===== src/rtl/slave_mem_dut_if.sv =====
// Pin-level request/response bus between a transaction master and a memory slave.
// The master drives the request side; the slave returns ack/err and read data.
interface pin_if #(
  parameter int ADDR_WIDTH = 16,
  parameter int DW         = 8
);
  logic                  req;
  logic                  rw;
  logic [ADDR_WIDTH-1:0] address;
  logic [DW-1:0]         wr_data;
  logic [DW-1:0]         rd_data;
  logic                  ack;
  logic                  err;

  modport master_mp (output req, rw, address, wr_data, input rd_data, ack, err);
  modport slave_mp  (input req, rw, address, wr_data, output rd_data, ack, err);
endinterface


===== src/rtl/slave_mem_dut.sv =====
// Memory-backed bus slave with programmable wait states and out-of-range error response.
// The request is latched in IDLE, so bus changes after sampling do not affect the response.
module slave_mem_dut #(
  parameter int                    ADDR_WIDTH  = 16,
  parameter int                    DW          = 8,
  parameter int                    DEPTH       = 256,
  parameter logic [ADDR_WIDTH-1:0] BASE_ADDR   = '0,
  parameter int                    WAIT_CYCLES = 2
) (
  input  logic        clk,
  input  logic        rst,
  pin_if.slave_mp     bus,
  output logic [15:0] txn_count
);
  localparam int AW = (DEPTH > 1) ? $clog2(DEPTH) : 1;

  typedef enum logic [1:0] {S_IDLE, S_WAIT, S_RESP, S_DONE} state_t;

  state_t              r_state, w_next;
  logic [3:0]          r_cnt;
  logic [AW-1:0]       r_addr;
  logic                r_rw;
  logic [DW-1:0]       r_wdata;
  logic                r_in_range;
  logic                r_ack, r_err;
  logic [DW-1:0]       r_rd_data;
  logic [15:0]         r_txn;
  logic [DW-1:0]       r_mem [DEPTH];

  logic [ADDR_WIDTH:0] w_off;
  logic                w_in_range;
  logic                w_accept;
  logic                w_wait_done;

  // One extra bit so addresses below BASE_ADDR wrap to a large value and fail the range test.
  assign w_off       = {1'b0, bus.address} - {1'b0, BASE_ADDR};
  assign w_in_range  = w_off < (ADDR_WIDTH+1)'(DEPTH);
  assign w_accept    = (r_state == S_IDLE) && bus.req;
  assign w_wait_done = (r_cnt == 4'(WAIT_CYCLES - 1));

  always_comb begin
    w_next = r_state;
    case (r_state)
      S_IDLE: if (bus.req) w_next = (WAIT_CYCLES > 0) ? S_WAIT : S_RESP;
      S_WAIT: begin
        if (!bus.req)        w_next = S_IDLE;
        else if (w_wait_done) w_next = S_RESP;
      end
      S_RESP: w_next = S_DONE;
      S_DONE: if (!bus.req) w_next = S_IDLE;
      default: w_next = S_IDLE;
    endcase
  end

  always_ff @(posedge clk) begin
    if (rst) begin
      r_state    <= S_IDLE;
      r_cnt      <= '0;
      r_addr     <= '0;
      r_rw       <= 1'b0;
      r_wdata    <= '0;
      r_in_range <= 1'b0;
      r_ack      <= 1'b0;
      r_err      <= 1'b0;
      r_rd_data  <= '0;
      r_txn      <= '0;
    end else begin
      r_state <= w_next;
      r_ack   <= 1'b0;
      r_err   <= 1'b0;
      r_cnt   <= (r_state == S_WAIT && w_next == S_WAIT) ? r_cnt + 4'd1 : 4'd0;
      if (w_accept) begin
        r_addr     <= w_off[AW-1:0];
        r_rw       <= bus.rw;
        r_wdata    <= bus.wr_data;
        r_in_range <= w_in_range;
      end
      // Response registers load on the edge leaving RESP, so ack/err last exactly one cycle.
      if (r_state == S_RESP) begin
        r_ack <= r_in_range;
        r_err <= !r_in_range;
        if (r_in_range && r_rw) r_rd_data <= r_mem[r_addr];
        if (r_txn != 16'hFFFF) r_txn <= r_txn + 16'd1;
      end
    end
  end

  // Storage has no reset so contents survive rst; a reset edge still blocks the write.
  always_ff @(posedge clk) begin
    if (!rst && r_state == S_RESP && r_in_range && !r_rw)
      r_mem[r_addr] <= r_wdata;
  end

  assign bus.ack     = r_ack;
  assign bus.err     = r_err;
  assign bus.rd_data = r_rd_data;
  assign txn_count   = r_txn;
endmodule


===== src/flat_wrapper.sv =====
// flat-port wrapper written by rule: the top's interface ports become plain ports
module slave_mem_dut_flat 
#(
  parameter int                    ADDR_WIDTH  = 16,
  parameter int                    DW          = 8,
  parameter int                    DEPTH       = 256,
  parameter logic [ADDR_WIDTH-1:0] BASE_ADDR   = '0,
  parameter int                    WAIT_CYCLES = 2
)
  (clk, rst, txn_count, bus_req, bus_rw, bus_address, bus_wr_data, bus_rd_data, bus_ack, bus_err);
  pin_if #(.ADDR_WIDTH(ADDR_WIDTH), .DW(DW)) bus_i ();
  input  logic clk;
  input  logic rst;
  output logic [15:0] txn_count;
  input wire logic [$bits(bus_i.req)-1:0] bus_req;
  input wire logic [$bits(bus_i.rw)-1:0] bus_rw;
  input wire logic [$bits(bus_i.address)-1:0] bus_address;
  input wire logic [$bits(bus_i.wr_data)-1:0] bus_wr_data;
  output wire logic [$bits(bus_i.rd_data)-1:0] bus_rd_data;
  output wire logic [$bits(bus_i.ack)-1:0] bus_ack;
  output wire logic [$bits(bus_i.err)-1:0] bus_err;
  assign bus_i.req = bus_req;
  assign bus_i.rw = bus_rw;
  assign bus_i.address = bus_address;
  assign bus_i.wr_data = bus_wr_data;
  assign bus_rd_data = bus_i.rd_data;
  assign bus_ack = bus_i.ack;
  assign bus_err = bus_i.err;
  slave_mem_dut #(.ADDR_WIDTH(ADDR_WIDTH), .DW(DW), .DEPTH(DEPTH), .BASE_ADDR(BASE_ADDR), .WAIT_CYCLES(WAIT_CYCLES)) u_core (.clk(clk), .rst(rst), .bus(bus_i), .txn_count(txn_count));
endmodule

===== config.mk =====
export PLATFORM = sky130hd
export DESIGN_NAME = slave_mem_dut_flat
export DESIGN_NICKNAME = d
export VERILOG_FILES = /design/src/rtl/slave_mem_dut_if.sv /design/src/rtl/slave_mem_dut.sv /design/src/flat_wrapper.sv
export SDC_FILE = /design/constraint.sdc
export NUM_CORES = 2
export LEC_CHECK = 0
export CAP_MARGIN = 30
export CELL_PAD_IN_SITES_DETAIL_PLACEMENT = 1
export CELL_PAD_IN_SITES_GLOBAL_PLACEMENT = 1
export CORE_MARGIN = 4
export CORE_UTILIZATION = 42
export DETAILED_ROUTE_END_ITERATION = 12
export PLACE_DENSITY = 0.71
export SYNTH_ARGS = -nofsm -noshare
export SYNTH_HDL_FRONTEND = slang
export SYNTH_SLANG_ARGS = --single-unit

===== constraint.sdc =====
create_clock -name clk -period 11.9 [get_ports clk]
set_clock_uncertainty 0.2 [all_clocks]
set_input_delay 2.38 -clock clk [delete_from_list [all_inputs] [get_ports clk]]
set_output_delay 2.38 -clock clk [all_outputs]
set_load 0.01 [all_outputs]

==> metrics.md <==
| Metric | Value |
|---|---|
| Crit path DAT | ~5.9 ns |
| Die Wd | around 450 um |
| Crit-path max cell delay | around 0.87 ns |
| Leakage power | roughly 28 nW |
| Largest net degree at the start of global routing | between 150 and 200 |
| Post-Syn Area | 81500 um^2 |
| Die area | a little over 200000 um^2 |
| CP top delay family | simple AND/OR/NAND/NOR gates |
| RD Place Congestion | 0.853 |
| Slowest cell on crit path | nor2_1 |
| TritonCTS buffer count | about 200 |
| # clock sinks | around 2100 |
| Final Setup Violations | 0 |
| Cts repair resizes | 0 |
| Total track usage | 22.1% |
| Ys Warns | 0 |
| Crit-path cells | buf_2, buf_4, and3b_1, nor2b_1, nand2_1, nor2_1, nand3_1, nor2_1 |
| CTS tree | yes |
| Initial core utilization | 42.3% |
| Pwr Density | around 170 nW/um^2 |
| Initial antenna violation count | 9 |
| # H-tree levels | 4 |
| Placement Cell Area | between 80000 and 90000 um^2 |
| CTS Root Buffer Type | clkbuf_16 |
| Max-cap violations | 0 |
| Critical Path End Type | flip-flop |
| Starting DRC count in detailed routing | approximately 5500 |
| Worst Hold Class | reg2reg |
| Relative slew slack | about 27% |
| Startpoint type of the worst setup path | input port |
| Total grt overflow | 0 |
| Crit path time final | 5.63 ns |
| Period utilization | about 47% |
| Worst VDD drop | around 0.13 mV |
| Seq cells post-synth | 2098 |
| Sum Neg Setup Slack | 0 ns |
| RSZ-0062 raised after global routing | no |
| Hold-fix buffers, CTS | 0 |
| PortBufs | 53 |
| Number of flops mapped to enable cells by yosys | approximately 2000 |
| # DRC | 0 |
| Row count | about 160 |
| Final Hold Vio Count | 0 |
| First-pass GRT wire length | 324 mm |
| ANT nets after route | 0 |
| Layout cells sized above 1 | between 20% and 30% |
| Worst-Margin Slew | 1.09 ns |
| WS Path Type | in2reg |
| Synth cell types | 64 |
| Asr flop ratio synth | 0% |
| Clock slew at reported path FFs | around 0.06 ns |
| Maximum fanout along the worst path | 47 |
| WP buf/inv | 2 |
| I/O pin count | 54 |
| Die Y-Extent | 449 um |
| Total number of vias | 41400 |
| Final Max Tran Viols | 0 |
| Sequential cell area fraction in the yosys report | between 70% and 80% |
| Synth Net Count | approximately 4000 |
| Mean Syn Cell Area | between 20 and 25 um^2 |
| WL final | approximately 220 mm |
| Fmax | roughly 180 MHz |
| Design Power | between 0.015 and 0.02 W |
| Most Frequent Cell on Critical Path | nor2_1 |
| Most frequent cells in the layout | edfxtp_1 (2048), mux4_2 (480), nor2_1 (312) |
| Outcome | completed |
| Vias per cell | 6.10 |
| Drt first pass iters | 6 |
| Final Instance Area | roughly 90000 um^2 |
| Core Area | between 150000 and 200000 um^2 |
| Post-CTS Setup Bufs | 0 |
| Final hold slack | approximately 0.28 ns |
| Required time worst endpoint | between 10 and 15 ns |
| Routed WL per cell | about 33 um |
| Commonest non-fill, non-tap cell in the layout | edfxtp_1 |
| Vias in the first global route | between 40000 and 50000 |
| Skew-Pair Late Insertion Delay | about 0.85 ns |
| Most used DFF post-synth | edfxtp_1 |
| Worst-case clock buffer depth | 3 |
| Final net count | between 4000 and 5000 |
| Cell count after synthesis | around 4000 |
| Fillers | 17300 |
| P&R area growth vs syn | 12.5% |
| Post-DP HPWL | between 100 and 150 mm |
-- worst paths after layout --
kind	from	to	slack (ns)	cells after the start
min	u_core.r_cnt[0]	u_core.r_cnt[0]	0.28	1
min reg2reg	u_core.r_cnt[0]	u_core.r_cnt[0]	0.28	1
max	rst	u_core.r_mem[191][2]	6.27	8
max reg2reg	u_core.r_addr[0]	u_core.bus.rd_data[6]	6.76	9
-- area by class of cell --
class,instances,area [um^2],area share (%)
clock buffers,231,5250,5.72
multi-input cells,1639,17800,19.4
flip-flops and latches,2098,62500,68.2
well taps,2526,3160,3.45
repair buffers,140,1440,1.57
inverters,6,25.0,0.0273
clock inverters,142,1480,1.61
diodes,3,7.51,0.00818
-- cells in the mapped netlist, types with 6 or more instances --
cell / count / area (um^2)
o211ai_1: 16 / 120
a221oi_1: 7 / 61.3
buf_6: 14 / 158
o2111ai_1: 14 / 123
mux2i_1: 181 / 1810
or3_1: 6 / 37.5
a22o_1: 10 / 87.6
a21oi_1: 34 / 170
buf_1: 9 / 33.8
nor2_1: 313 / 1170
and3_1: 14 / 87.6
nor3_1: 10 / 50.1
mux4_2: 480 / 10800
nor3b_1: 6 / 45.0
nor2b_1: 16 / 100
edfxtp_1: 2048 / 61500
nand3_1: 86 / 430
o21ai_0: 21 / 105
a32oi_1: 23 / 201
a22oi_1: 67 / 503
o22ai_1: 36 / 225
buf_4: 37 / 278
o22a_1: 15 / 131
a311oi_1: 10 / 87.6
dfxtp_1: 50 / 1000
nand4_1: 7 / 43.8
clkbuf_1: 97 / 364
nand2_1: 191 / 717
buf_2: 79 / 395
a31oi_1: 10 / 62.6
xor2_1: 10 / 87.6
-- sequential cells by signal, indices dropped and copies added (netlist names) --
register and cells:
u_core.r_wdata 8, u_core.r_addr 8, u_core.r_in_range 1, u_core.txn_count 16, u_core.bus.rd_data 8, u_core.r_cnt 4, u_core.r_rw 1, u_core.bus.ack 1
u_core.r_mem 2048, u_core.bus.err 1, u_core.r_state 2
-- cells by family (layout without fill, tap and decap cells) --
group	Yosys count	count (layout)	synth area share [%]
mux	664	664	15.5
flops	2098	2098	76.7
buf+inv	244	519	1.58
fa+ha+maj	3	3	0.0460
other cells	0	3	0
compound gates	287	287	2.56
xor+xnor	13	13	0.140
simple gates	672	672	3.50
-- per-stage QoR --
| step | setup WS, ns | utilization (%) | cells |
|---|---|---|---|
| floorplan | 7.37 | - | 3981 |
| CTS | 6.35 | 47.5 | 6777 |
| global placement | 5.54 | 44.0 | 6397 |
| finish | 6.27 | 47.6 | 6785 |
| detailed placement | 5.53 | 44.0 | 6404 |
| global route | 6.17 | 47.6 | 6783 |
-- power breakdown --
group	internal, W	switching (W)	total, W	leakage, nW
Sequential	0.00812	0.0000389	0.00816	19.0
Combinational	0.000261	0.000501	0.000762	5.32
Clock	0.00373	0.00278	0.00652	3.27
Total	0.0121	0.00333	0.0154	27.6
-- per-layer routing --
layer  vias to the layer above  part of all wire, %  GRT usage [%]
li1                      16600                    -              -
met4                         2                  3.6           7.58
met1                     22100                   40           31.1
met2                      2264                   48           34.9
met3                       370                  8.4           3.99
met5                         -               0.0031              0
No activity file was read; power rests on OpenSTA's default activity.
